==> src/rtl/shift_pipe_arb.sv <==
// Round-robin arbiter feeding a fixed-latency, non-stallable shift pipeline with per-requester
// credits. Optional perf counters are enabled by defining SHIFT_PIPE_ARB_PERF_EN.
module shift_pipe_arb #(
  parameter int unsigned width_p   = 32,
  parameter int unsigned stages_p  = 4,
  parameter int unsigned num_req_p = 4,
  parameter int unsigned credits_p = 2
) (
  input  logic                                       clk,
  input  logic                                       reset_i,
  input  logic [num_req_p-1:0]                       valid_i,
  input  logic [num_req_p*width_p-1:0]               data_i,
  output logic [num_req_p-1:0]                       ready_o,
  input  logic [num_req_p-1:0]                       credit_return_i,
  output logic                                       valid_o,
  output logic [width_p-1:0]                         data_o,
  output logic [$clog2(num_req_p)-1:0]               id_o,
  output logic [num_req_p*$clog2(credits_p+1)-1:0]   credits_o,
  output logic                                       err_o
`ifdef SHIFT_PIPE_ARB_PERF_EN
  ,
  output logic [num_req_p*32-1:0]                    grant_cnt_o,
  output logic [num_req_p*32-1:0]                    stall_cnt_o
`endif
);

  localparam int unsigned IdW  = $clog2(num_req_p);
  localparam int unsigned CntW = $clog2(credits_p + 1);
  localparam logic [CntW-1:0] CreditMax = CntW'(credits_p);
  localparam logic [IdW-1:0]  LastInit  = IdW'(num_req_p - 1);

  logic [IdW-1:0]     last_q;
  logic [CntW-1:0]    credit_q [num_req_p];
  logic [CntW-1:0]    credit_d [num_req_p];
  logic               err_q;
  logic               overflow;

  logic [num_req_p-1:0] eligible;
  logic [num_req_p-1:0] grant;
  logic                 grant_any;
  logic [IdW-1:0]       grant_id;
  logic [width_p-1:0]   grant_data;
  int unsigned          cand;

  logic [stages_p-1:0]  pipe_valid_q;
  logic [IdW-1:0]       pipe_id_q   [stages_p];
  logic [width_p-1:0]   pipe_data_q [stages_p];

  // Reset also masks eligibility so ready_o stays low while reset is held.
  always_comb begin
    eligible = '0;
    for (int unsigned n = 0; n < num_req_p; n++) begin
      eligible[n] = valid_i[n] && (credit_q[n] != '0) && !reset_i;
    end
  end

  always_comb begin
    grant     = '0;
    grant_any = 1'b0;
    grant_id  = '0;
    cand      = 0;
    for (int unsigned i = 1; i <= num_req_p; i++) begin
      cand = (32'(last_q) + i) % num_req_p;
      if (!grant_any && eligible[cand]) begin
        grant[cand] = 1'b1;
        grant_id    = IdW'(cand);
        grant_any   = 1'b1;
      end
    end
  end

  always_comb begin
    grant_data = '0;
    for (int unsigned n = 0; n < num_req_p; n++) begin
      if (grant[n]) grant_data = data_i[n*width_p +: width_p];
    end
  end

  assign ready_o = grant;

  // A grant and a return in the same cycle cancel; a lone return at full credit is an overflow.
  always_comb begin
    overflow = 1'b0;
    for (int unsigned n = 0; n < num_req_p; n++) begin
      credit_d[n] = credit_q[n];
      if (grant[n] && !credit_return_i[n]) begin
        credit_d[n] = credit_q[n] - CntW'(1);
      end else if (!grant[n] && credit_return_i[n]) begin
        if (credit_q[n] == CreditMax) overflow = 1'b1;
        else                          credit_d[n] = credit_q[n] + CntW'(1);
      end
    end
  end

  always_ff @(posedge clk or posedge reset_i) begin
    if (reset_i) begin
      for (int unsigned n = 0; n < num_req_p; n++) credit_q[n] <= CreditMax;
      err_q <= 1'b0;
    end else begin
      for (int unsigned n = 0; n < num_req_p; n++) credit_q[n] <= credit_d[n];
      err_q <= err_q | overflow;
    end
  end

  always_ff @(posedge clk or posedge reset_i) begin
    if (reset_i) begin
      last_q       <= LastInit;
      pipe_valid_q <= '0;
      for (int unsigned s = 0; s < stages_p; s++) begin
        pipe_id_q[s]   <= '0;
        pipe_data_q[s] <= '0;
      end
    end else begin
      pipe_valid_q[0] <= grant_any;
      if (grant_any) begin
        pipe_id_q[0]   <= grant_id;
        pipe_data_q[0] <= grant_data;
        last_q         <= grant_id;
      end
      for (int unsigned s = 1; s < stages_p; s++) begin
        pipe_valid_q[s] <= pipe_valid_q[s-1];
        pipe_id_q[s]    <= pipe_id_q[s-1];
        pipe_data_q[s]  <= pipe_data_q[s-1];
      end
    end
  end

  assign valid_o = pipe_valid_q[stages_p-1];
  assign id_o    = pipe_id_q[stages_p-1];
  assign data_o  = pipe_data_q[stages_p-1];
  assign err_o   = err_q;

  always_comb begin
    credits_o = '0;
    for (int unsigned n = 0; n < num_req_p; n++) begin
      credits_o[n*CntW +: CntW] = credit_q[n];
    end
  end

`ifdef SHIFT_PIPE_ARB_PERF_EN
  logic [31:0] grant_cnt_q [num_req_p];
  logic [31:0] stall_cnt_q [num_req_p];

  always_ff @(posedge clk or posedge reset_i) begin
    if (reset_i) begin
      for (int unsigned n = 0; n < num_req_p; n++) begin
        grant_cnt_q[n] <= '0;
        stall_cnt_q[n] <= '0;
      end
    end else begin
      for (int unsigned n = 0; n < num_req_p; n++) begin
        if (grant[n])                grant_cnt_q[n] <= grant_cnt_q[n] + 32'd1;
        if (valid_i[n] && !grant[n]) stall_cnt_q[n] <= stall_cnt_q[n] + 32'd1;
      end
    end
  end

  always_comb begin
    grant_cnt_o = '0;
    stall_cnt_o = '0;
    for (int unsigned n = 0; n < num_req_p; n++) begin
      grant_cnt_o[n*32 +: 32] = grant_cnt_q[n];
      stall_cnt_o[n*32 +: 32] = stall_cnt_q[n];
    end
  end
`endif

endmodule

==> config.mk <==
export PLATFORM = sky130hd
export DESIGN_NAME = shift_pipe_arb
export DESIGN_NICKNAME = d
export VERILOG_FILES = /design/src/rtl/shift_pipe_arb.sv
export SDC_FILE = /design/constraint.sdc
export NUM_CORES = 1
export LEC_CHECK = 0
export BUFFER_PORTS_ARGS = -buffer_cell sky130_fd_sc_hd__buf_2
export CAP_MARGIN = 20
export CELL_PAD_IN_SITES_DETAIL_PLACEMENT = 0
export CELL_PAD_IN_SITES_GLOBAL_PLACEMENT = 1
export CORE_MARGIN = 2
export CORE_UTILIZATION = 43
export DETAILED_ROUTE_END_ITERATION = 10
export GPL_TIMING_DRIVEN = 0
export PLACE_DENSITY_LB_ADDON = 0.1
export SYNTH_ARGS = -nofsm -noshare
export SYNTH_HDL_FRONTEND = slang
export SYNTH_SLANG_ARGS = --single-unit
==> constraint.sdc <==
create_clock -name clk -period 17.77 [get_ports clk]
set_input_delay 5.331 -clock clk [delete_from_list [all_inputs] [get_ports clk]]
set_output_delay 5.331 -clock clk [all_outputs]
set_load 0.03 [all_outputs]
After elaboration in Yosys (flattened, before gate mapping)
Cells that the tools add are included.
{ "totals": {"wordCells": 150, "in_bits": 138, "register_bits": 151, "output_inout_bits": 48} }
{ "classes": {"n_reduce_logical": 47, "n_eq_ne": 8, "addsub": 12, "magnitude_cmp": 8, "bitwise_logic": 4, "muxes": 56} }
{ "op_table": {"columns": ["op", "count"], "rows": [
  ["$mux 32", 4],
  ["$mux 2", 16],
  ["$mux 1", 24],
  ["$logic_and 1x1->1", 23],
  ["$mux 4", 4],
  ["$reduce_bool 2->1", 8],
  ["$add 2x1->2 const B", 6],
  ["$logic_not 1->1", 12],
  ["$lt 2x3->1 const B", 4],
  ["$or 4x4->4", 3],
  ["$bmux 1 s2", 4],
  ["$demux 1 s2", 4],
  ["$eq 2x2->1 const B", 4],
  ["$ge 2x1->1 const B", 4],
  ["$ne 2x2->1 const B", 4],
  ["$reduce_and 2->1", 4],
  ["$sub 2x1->2 const B", 4],
  ["$add 2x2->2 const B", 2],
  ["$or 1x1->1", 1]
]} }

Logic depth before layout (Yosys ltp)
Gate-level depths: netlist of the first run.
{ "depth": {"word_depth": 29, "mapped_depth": 14, "depth_no_buf": 11} }

Worst setup path before layout of the first run
Ideal clock, no wire load.
{ "synth_path": {"kind": "input to output", "start": "input port reset_i", "end": "output port ready_o[3]", "t_required_ns": 12.439, "t_arrival_ns": 8.098, "cell_stages": 8, "n_path_buf": 2, "setup_slack_ns": 4.341, "cell_sequence": "buf_6 -> inv_6 -> o211ai_1 -> mux4_2 -> nor3b_1 -> o21ai_1 -> nand2_1 -> clkbuf_1"} }
{ "synth_between": {"elab_chain_cells": 14, "word_cells_on_any_way": 29, "cone_classes": "15 x mux; 3 x bitwise; 11 x reduce/logical"} }
{ "synth_rtl": {"columns": ["element", "line", "source"], "rows": [
  ["start, declared", "10", "input logic reset_i,"],
  ["$logic_not 1->1 (no line) *", null, null],
  ["$logic_and 1x1->1", "53", "eligible[n] = valid_i[n] && (credit_q[n] != '0) && !reset_i;"],
  ["$bmux 1 s2", "64", "if (!grant_any && eligible[cand]) begin"],
  ["$mux 1 (implied by the code)", "64", null],
  ["$mux 1", "64", null],
  ["$logic_not 1->1", "64", null],
  ["$logic_and 1x1->1", "64", null],
  ["$mux 1", "64", null],
  ["$logic_not 1->1", "64", null],
  ["$logic_and 1x1->1", "64", null],
  ["$mux 1", "64", null],
  ["$logic_not 1->1", "64", null],
  ["$logic_and 1x1->1", "64", null],
  ["$mux 4 *", "64", null],
  ["end, declared", "13", "output logic [num_req_p-1:0] ready_o,"]
]} }
Mark *: on every way between the ends. The rest lies on a longest branch, timed or not. The select of a mux whose other input is x is not followed.

Worst setup path in the final report of the first run
Ends and elaborated chain as after synthesis.

==> results of run 1 <==
worst min path at each step:
stage,endpoint,slack [ns],cells past startpoint
floorplan,data_o[0],0.33,0
global placement,data_o[5],0.33,0
detailed placement,data_o[10],0.33,0
CTS,pipe_data_q[41],0.35,0
global route,pipe_data_q[46],0.35,0
finish,pipe_data_q[41],0.35,0
worst register-to-register path, stage by stage, from the launching register on:
cell	delay, ns
dfstp_2	0.64
or2b_1	0.26
nor4b_1	0.46
or4_1	0.20
buf_6	0.14
nor2_1	0.07
a221oi_2	0.26
a2bb2oi_2	0.21
buf_4	0.21
buf_2	0.25
inv_1	0.09
ha_1	0.22
nor2b_1	0.15
nor3_1	0.06
a21o_2	0.19
state kept, by name, indices dropped and copies added (netlist names):
name,flops
id_o,2
pipe_data_q,96
pipe_valid_q,4
pipe_id_q,6
err_o,1
data_o,32
credits_o,8
last_q,2
power groups by stage:
stage / logic (mW) / registers, mW / clock network [mW]
3_5_place_dp: 0.854 / 0.590 / 0
6_report: 0.843 / 0.582 / 0.365
3_3_place_gp: 0.839 / 0.579 / 0
5_1_grt: 0.930 / 0.603 / 0.388
2_1_floorplan: 0.629 / 0.586 / 0
4_1_cts: 0.857 / 0.585 / 0.372
final cells by class:
| type | count | area, um^2 |
|---|---|---|
| plain buffers | 59 | 405 |
| fillers | 1280 | 6340 |
| clock buffers | 18 | 429 |
| multi-input cells | 246 | 1920 |
| well taps | 184 | 230 |
| clock inverters | 13 | 171 |
| inverters | 78 | 298 |
| repair buffers | 185 | 948 |
| flip-flops and latches | 151 | 3790 |
cells by family after synthesis:
| family | after synthesis | synth area share |
|---|---|---|
| adder cells (fa/ha/maj) | 15 | 0.0293 |
| AND/OR/NAND/NOR | 60 | 0.0591 |
| AO/OA/AOI/OAI | 159 | 0.188 |
| flip-flops | 151 | 0.590 |
| XOR/XNOR | 9 | 0.0123 |
| buffers and inverters | 137 | 0.110 |
| multiplexers | 3 | 0.0117 |
metal layers:
metal | up-vias | share of wire
li1 | 2230 | -
met1 | 2234 | 0.42
met2 | 141 | 0.49
met3 | 28 | 0.068
met4 | 0 | 0.020
met5 | - | 0
placed cells by master, fill, tap and decap left out, types with 3 or more instances in the layout:
cell,n
clkbuf_1,10
a21oi_1,4
xor2_1,4
inv_6,3
o211ai_1,3
nor2b_1,4
nand2_1,5
o21ai_0,34
ha_1,15
nor2_1,15
a211oi_1,3
nand3b_1,3
a22oi_1,32
nor4b_1,4
nor3_1,4
xnor2_1,5
dfrtp_1,145
clkbuf_16,17
nor3b_2,3
clkinvlp_4,4
inv_1,77
nor2_2,3
o221a_1,32
bufinv_16,3
buf_4,36
nor4_1,3
a21o_1,4
buf_2,193
buf_6,5
o21ai_1,35
dfstp_2,6
==> run metrics, run 1 <==
grt total ovfl 0; clock slew seen by the registers of the worst setup and hold paths 0.06 ns; I/O pin total 186; kind of critical path input pin to output port; Bufs on Longest Clock Path 2; Critical R2R Capture credits_o[4]; endpoints failing hold 0; slew margin rel. 0.572; PD cells 219 nW/um^2; cts repair resizes 0; P_int 1.09 mW; Design Area, Final 8190 um^2; Synth Cell Area 6410 um^2; WP data required 12.44 ns; final setup margin 3.85 ns; Power Total 1.79 mW; Sum Neg Setup Slack 0 ns; critical path cell sequence buf_6, inv_6, buf_16, o211ai_1, mux4_2, nor3b_1, o21ai_1, nand2_1, clkbuf_1, buf_2; postcts setup bufs 0; Arr. time, crit path 8.59 ns; Post-synth EDFFs 0; Most Used Layer, Global Route met2; Worst VDD drop 0.113 mV; CTS sink count 151; PortBufs 184; status complete, no violations; share of the synthesized area in the top cell type 0.566; asr flop ratio synth 1.00; clock latency on the worst-skew pair 0.42 ns; Die Footprint 15900 um^2; total leakage power 4.19 nW; Synthesis Warnings 0; Post-layout nets 891; number of global-route vias before repair 4870; fin util 0.564; Yosys cell types 57; syn nets 687; Buf/Inv on CP 5; Avg Inst Size Synth 12.0 um^2; Cells after Synth 534; ys flop type dfrtp_1; cell family with most CP delay buffers and inverters; drt first pass iters 4; GR Util All Layers 0.200; Reg2Reg Launch Point last_q[1]; Worst setup SP type input pin; Reg power frac 0.325; worst r2r path cells 14; CP max-delay cell mux4_2; worst slew pin tran 0.635 ns; initial antenna violation count 1; WL/cell 16.2 um; initial core utilization 0.441; GRT met1 Usage 0.245; Comb pwr share 0.471; hold slack 0.347 ns; pins over their slew limit 0; number of diodes 0; first-pass GRT wire length 24500 um; GP Congestion 0.852; Max Fclk 71.8 MHz; detailed placement HPWL 11100 um; DP Area 7590 um^2; Synth area leaders dfrtp_1, o221a_1, inv_1, buf_4, a22oi_1; Die Y 126 um; Max-cap violations 0; CTS tree built; setup violators final 0; M3 GR Usage 0.0671; final WL 15100 um; CTS root buf clkbuf_16; cell taking the most area after synthesis dfrtp_1; First DRT Iteration DRCs 249; vias per cell 4.96; switching share of total power 0.391; DRC errors left 0; die width 126 um; Post-synth top cells dfrtp_1, inv_1, buf_4, o21ai_1, o21ai_0; most common cell in the netlist dfrtp_1; dpl ws 3.71 ns; cts bufs inserted 17; source of the critical timing path reset_i; Critical Path Max Stage Delay 0.61 ns; Sw Pwr 0.700 mW; register-to-register setup slack 14.23 ns; fin crit share 0.783; H-tree Lvls 4; worst clock skew 0.00818 ns; Crit. End Element output port; Max FO, Critical Path 105; Worst path depth 10; sequential element share of the synthesized area 0.590; met2 usage 0.328; Hold Crit Class register to register; critical path endpoint ready_o[3]; via count 4633; area grow syn2layout 27.7%; Cell Count, Final, Fillers Out 934; fin crit period 13.92 ns; post-route ant nets 0; Core ar. 14500 um^2; hold buffers post-CTS 0; RSZ-0062 raised after global routing no; placed insts 903; hold path start pipe_data_q[73]; flops & latches, synth 151; pin count of the biggest net entering global routing 106; clock share of power 0.204; share of cells above drive strength 1 0.391; row count 44
No activity file was read; power rests on OpenSTA's default activity.
==> run 2, diff against run 1 <==
- ABC_AREA: not set -> 1
- CORE_UTILIZATION: 43 -> 39
- clock period: 17.77 -> 13.2 ns (I/O delays scaled with it)
==> run metrics, run 2 <==
detailed placement HPWL 11800 um (was 11100 um); initial core utilization 0.399 (was 0.441); P_int 1.43 mW (was 1.09 mW); PortBufs 185 (was 184); vias per cell 4.46 (was 4.96); final WL 16100 um (was 15100 um); worst clock skew 0.0141 ns (was 0.00818 ns); Sum Neg Setup Slack 0 ns (unchanged); H-tree Lvls 4 (unchanged); register-to-register setup slack 9.99 ns (was 14.23 ns); area grow syn2layout 27.2% (was 27.7%); Max FO, Critical Path 11 (was 105); Post-synth top cells nand2_1, dfrtp_1, a21oi_1, inv_1, buf_4 (was dfrtp_1, inv_1, buf_4, o21ai_1, o21ai_0); clock latency on the worst-skew pair 0.42 ns (about the same); Worst VDD drop 0.121 mV (was 0.113 mV); GP Congestion 0.862 (was 0.852); Design Area, Final 8420 um^2 (was 8190 um^2); total leakage power 4.66 nW (was 4.19 nW); post-route ant nets 0 (unchanged); clock share of power 0.176 (was 0.204); switching share of total power 0.447 (was 0.391); Filler cells 1618 (was 1280); slew margin rel. 0.658 (was 0.572); DP Area 7850 um^2 (was 7590 um^2); WL/cell 13.9 um (was 16.2 um); largest reg by FF count pipe_data_q (unchanged); pins over their slew limit 0 (unchanged); fin crit period 9.68 ns; DRC errors left 0 (unchanged); sequential element share of the synthesized area 0.572 (was 0.590); Post-layout nets 1076 (was 891); flops & latches, synth 151 (unchanged); Post-synth EDFFs 0 (unchanged); Crit. End Element output port (unchanged); Worst setup SP type input pin (unchanged); commonest non-fill, non-tap cell in the layout nand2_1 (was buf_2); most common cell in the netlist nand2_1 (was dfrtp_1); initial antenna violation count 3 (was 1); asr flop ratio synth 1.00 (unchanged); cell taking the most area after synthesis dfrtp_1 (unchanged); number of flip-flops in the largest register 96 (unchanged); RSZ-0062 raised after global routing no (unchanged); clock slew seen by the registers of the worst setup and hold paths 0.06 ns (about the same); share of cells above drive strength 1 0.331 (was 0.391); worst r2r path cells 16 (was 14); grt total ovfl 0 (unchanged); syn nets 871 (was 687); GR Util All Layers 0.189 (was 0.200); fin util 0.508 (was 0.564); Register Area 3790 um^2 (unchanged); kind of critical path input pin to output port (unchanged); Hold Crit Class register to register (unchanged); worst slew pin tran 0.513 ns (was 0.635 ns); Synth area leaders dfrtp_1, nand2_1, a21oi_1, buf_4, inv_1 (was dfrtp_1, o221a_1, inv_1, buf_4, a22oi_1); I/O pin total 186 (unchanged); postcts setup bufs 0 (unchanged); CTS sink count 151 (unchanged); setup violators final 0 (unchanged); status complete, no violations (unchanged); Bufs on Longest Clock Path 2 (unchanged); number of global-route vias before repair 5423 (was 4870); Die Y 134 um (was 126 um); Sw Pwr 1.16 mW (was 0.700 mW); fin crit share 0.733; drt first pass iters 4 (unchanged); Die Footprint 18000 um^2 (was 15900 um^2); Yosys cell types 28 (was 57); Core ar. 16600 um^2 (was 14500 um^2); Synth Cell Area 6620 um^2 (was 6410 um^2); Reg power frac 0.309 (was 0.325); ys flop type dfrtp_1 (unchanged); Comb pwr share 0.515 (was 0.471); cts bufs inserted 17 (unchanged); hold buffers post-CTS 0 (unchanged); Max-cap violations 0 (unchanged); First DRT Iteration DRCs 206 (was 249); Avg Inst Size Synth 9.22 um^2 (was 12.0 um^2); die width 134 um (was 126 um); cts repair resizes 0 (unchanged); Cells after Synth 718 (was 534); highest-count cells in the layout ignoring fill and taps nand2_1, buf_2, dfrtp_1 (was buf_2, dfrtp_1, inv_1); endpoints failing hold 0 (unchanged); pin count of the biggest net entering global routing 105 (was 106); area occupied by multi-input gates 2170 um^2 (was 1920 um^2); Synthesis Warnings 0 (unchanged); PD cells 308 nW/um^2 (was 219 nW/um^2); Hold Path Depth 0 (unchanged); row count 47 (was 44); CTS tree built (unchanged); first-pass GRT wire length 26300 um (was 24500 um); via count 5165 (was 4633); share of the synthesized area in the top cell type 0.548 (was 0.566); WP data required 9.24 ns (was 12.44 ns); Arr. time, crit path 5.72 ns (was 8.59 ns); CTS root buf clkbuf_16 (unchanged); Power Total 2.59 mW (was 1.79 mW); Max Fclk 103 MHz
==> run 2: cell types whose count changed after synthesis, moves of 27 or more <==
cell / change
a21oi_1: +69
a22oi_1: -32
nand2_1: +252
o21ai_0: -27
o21ai_1: -35
o221a_1: -32
or2_0: +32
==> run 2: critical path: stages <==
cell and delay, ns:
buf_2 0.14, nor2_1 0.14, nand3_1 0.12, nand2_1 0.12, nand2_1 0.05, nand2_1 0.11, inv_2 0.09, nor2_4 0.16
nand2_1 0.09, nand3_2 0.09, buf_4 0.19, buf_4 0.21, buf_2 0.22
==> run 2: area by class of cell <==
| cell class | instances | area share |
|---|---|---|
| Timing Repair Buffer | 186 | 0.113 |
| Buffer | 59 | 0.0498 |
| Clock inverter | 14 | 0.0155 |
| Antenna cell | 3 | 0.000892 |
| Clock buffer | 18 | 0.0510 |
| Sequential cell | 151 | 0.450 |
| Inverter | 64 | 0.0291 |
| Multi-Input combinational cell | 444 | 0.258 |
| Tap cell | 220 | 0.0327 |
==> run 2: metrics by stage <==
stage	setup slack, ns	hold slack [ns]	instances
after floorplan	4.13	0.331	718
after global placement	3.57	0.331	1123
after detailed placement	3.51	0.335	1124
after CTS	3.51	0.344	1156
after global routing	3.35	0.341	1159
final	3.52	0.344	1159
==> run 2: metal layers <==
layer / up-vias / part of all wire / track usage
met3: 23 / 0.050 / 0.0438
met4: 0 / 0.020 / 0.0737
met5: - / 0 / 0
met2: 137 / 0.48 / 0.312
met1: 2402 / 0.45 / 0.243
li1: 2603 / - / -
==> run 2: power groups by stage <==
stage / registers [mW] / logic, mW / clock network, mW
finish: 0.800 / 1.33 / 0.456
global placement: 0.802 / 1.32 / 0
global route: 0.828 / 1.51 / 0.487
floorplan: 0.813 / 0.975 / 0
CTS: 0.804 / 1.35 / 0.467
detailed placement: 0.811 / 1.35 / 0
==> run 2: cells by family after synthesis <==
logic type | synth area share
XOR/XNOR | 0.00926
AND/OR/NAND/NOR | 0.228
adder cells (fa/ha/maj) | 0.0284
flip-flops | 0.572
AO/OA/AOI/OAI | 0.0628
buffers and inverters | 0.0996
==> run 2: worst paths after layout <==
kind	start	end
setup / recovery	reset_i	ready_o[2]
hold / removal	pipe_data_q[95]	pipe_data_q[63]
setup reg to reg	last_q[0]	credits_o[5]
hold reg to reg	pipe_data_q[95]	pipe_data_q[63]
max in group asynchronous	reset_i	data_o[26]
min in group asynchronous	reset_i	pipe_id_q[5]
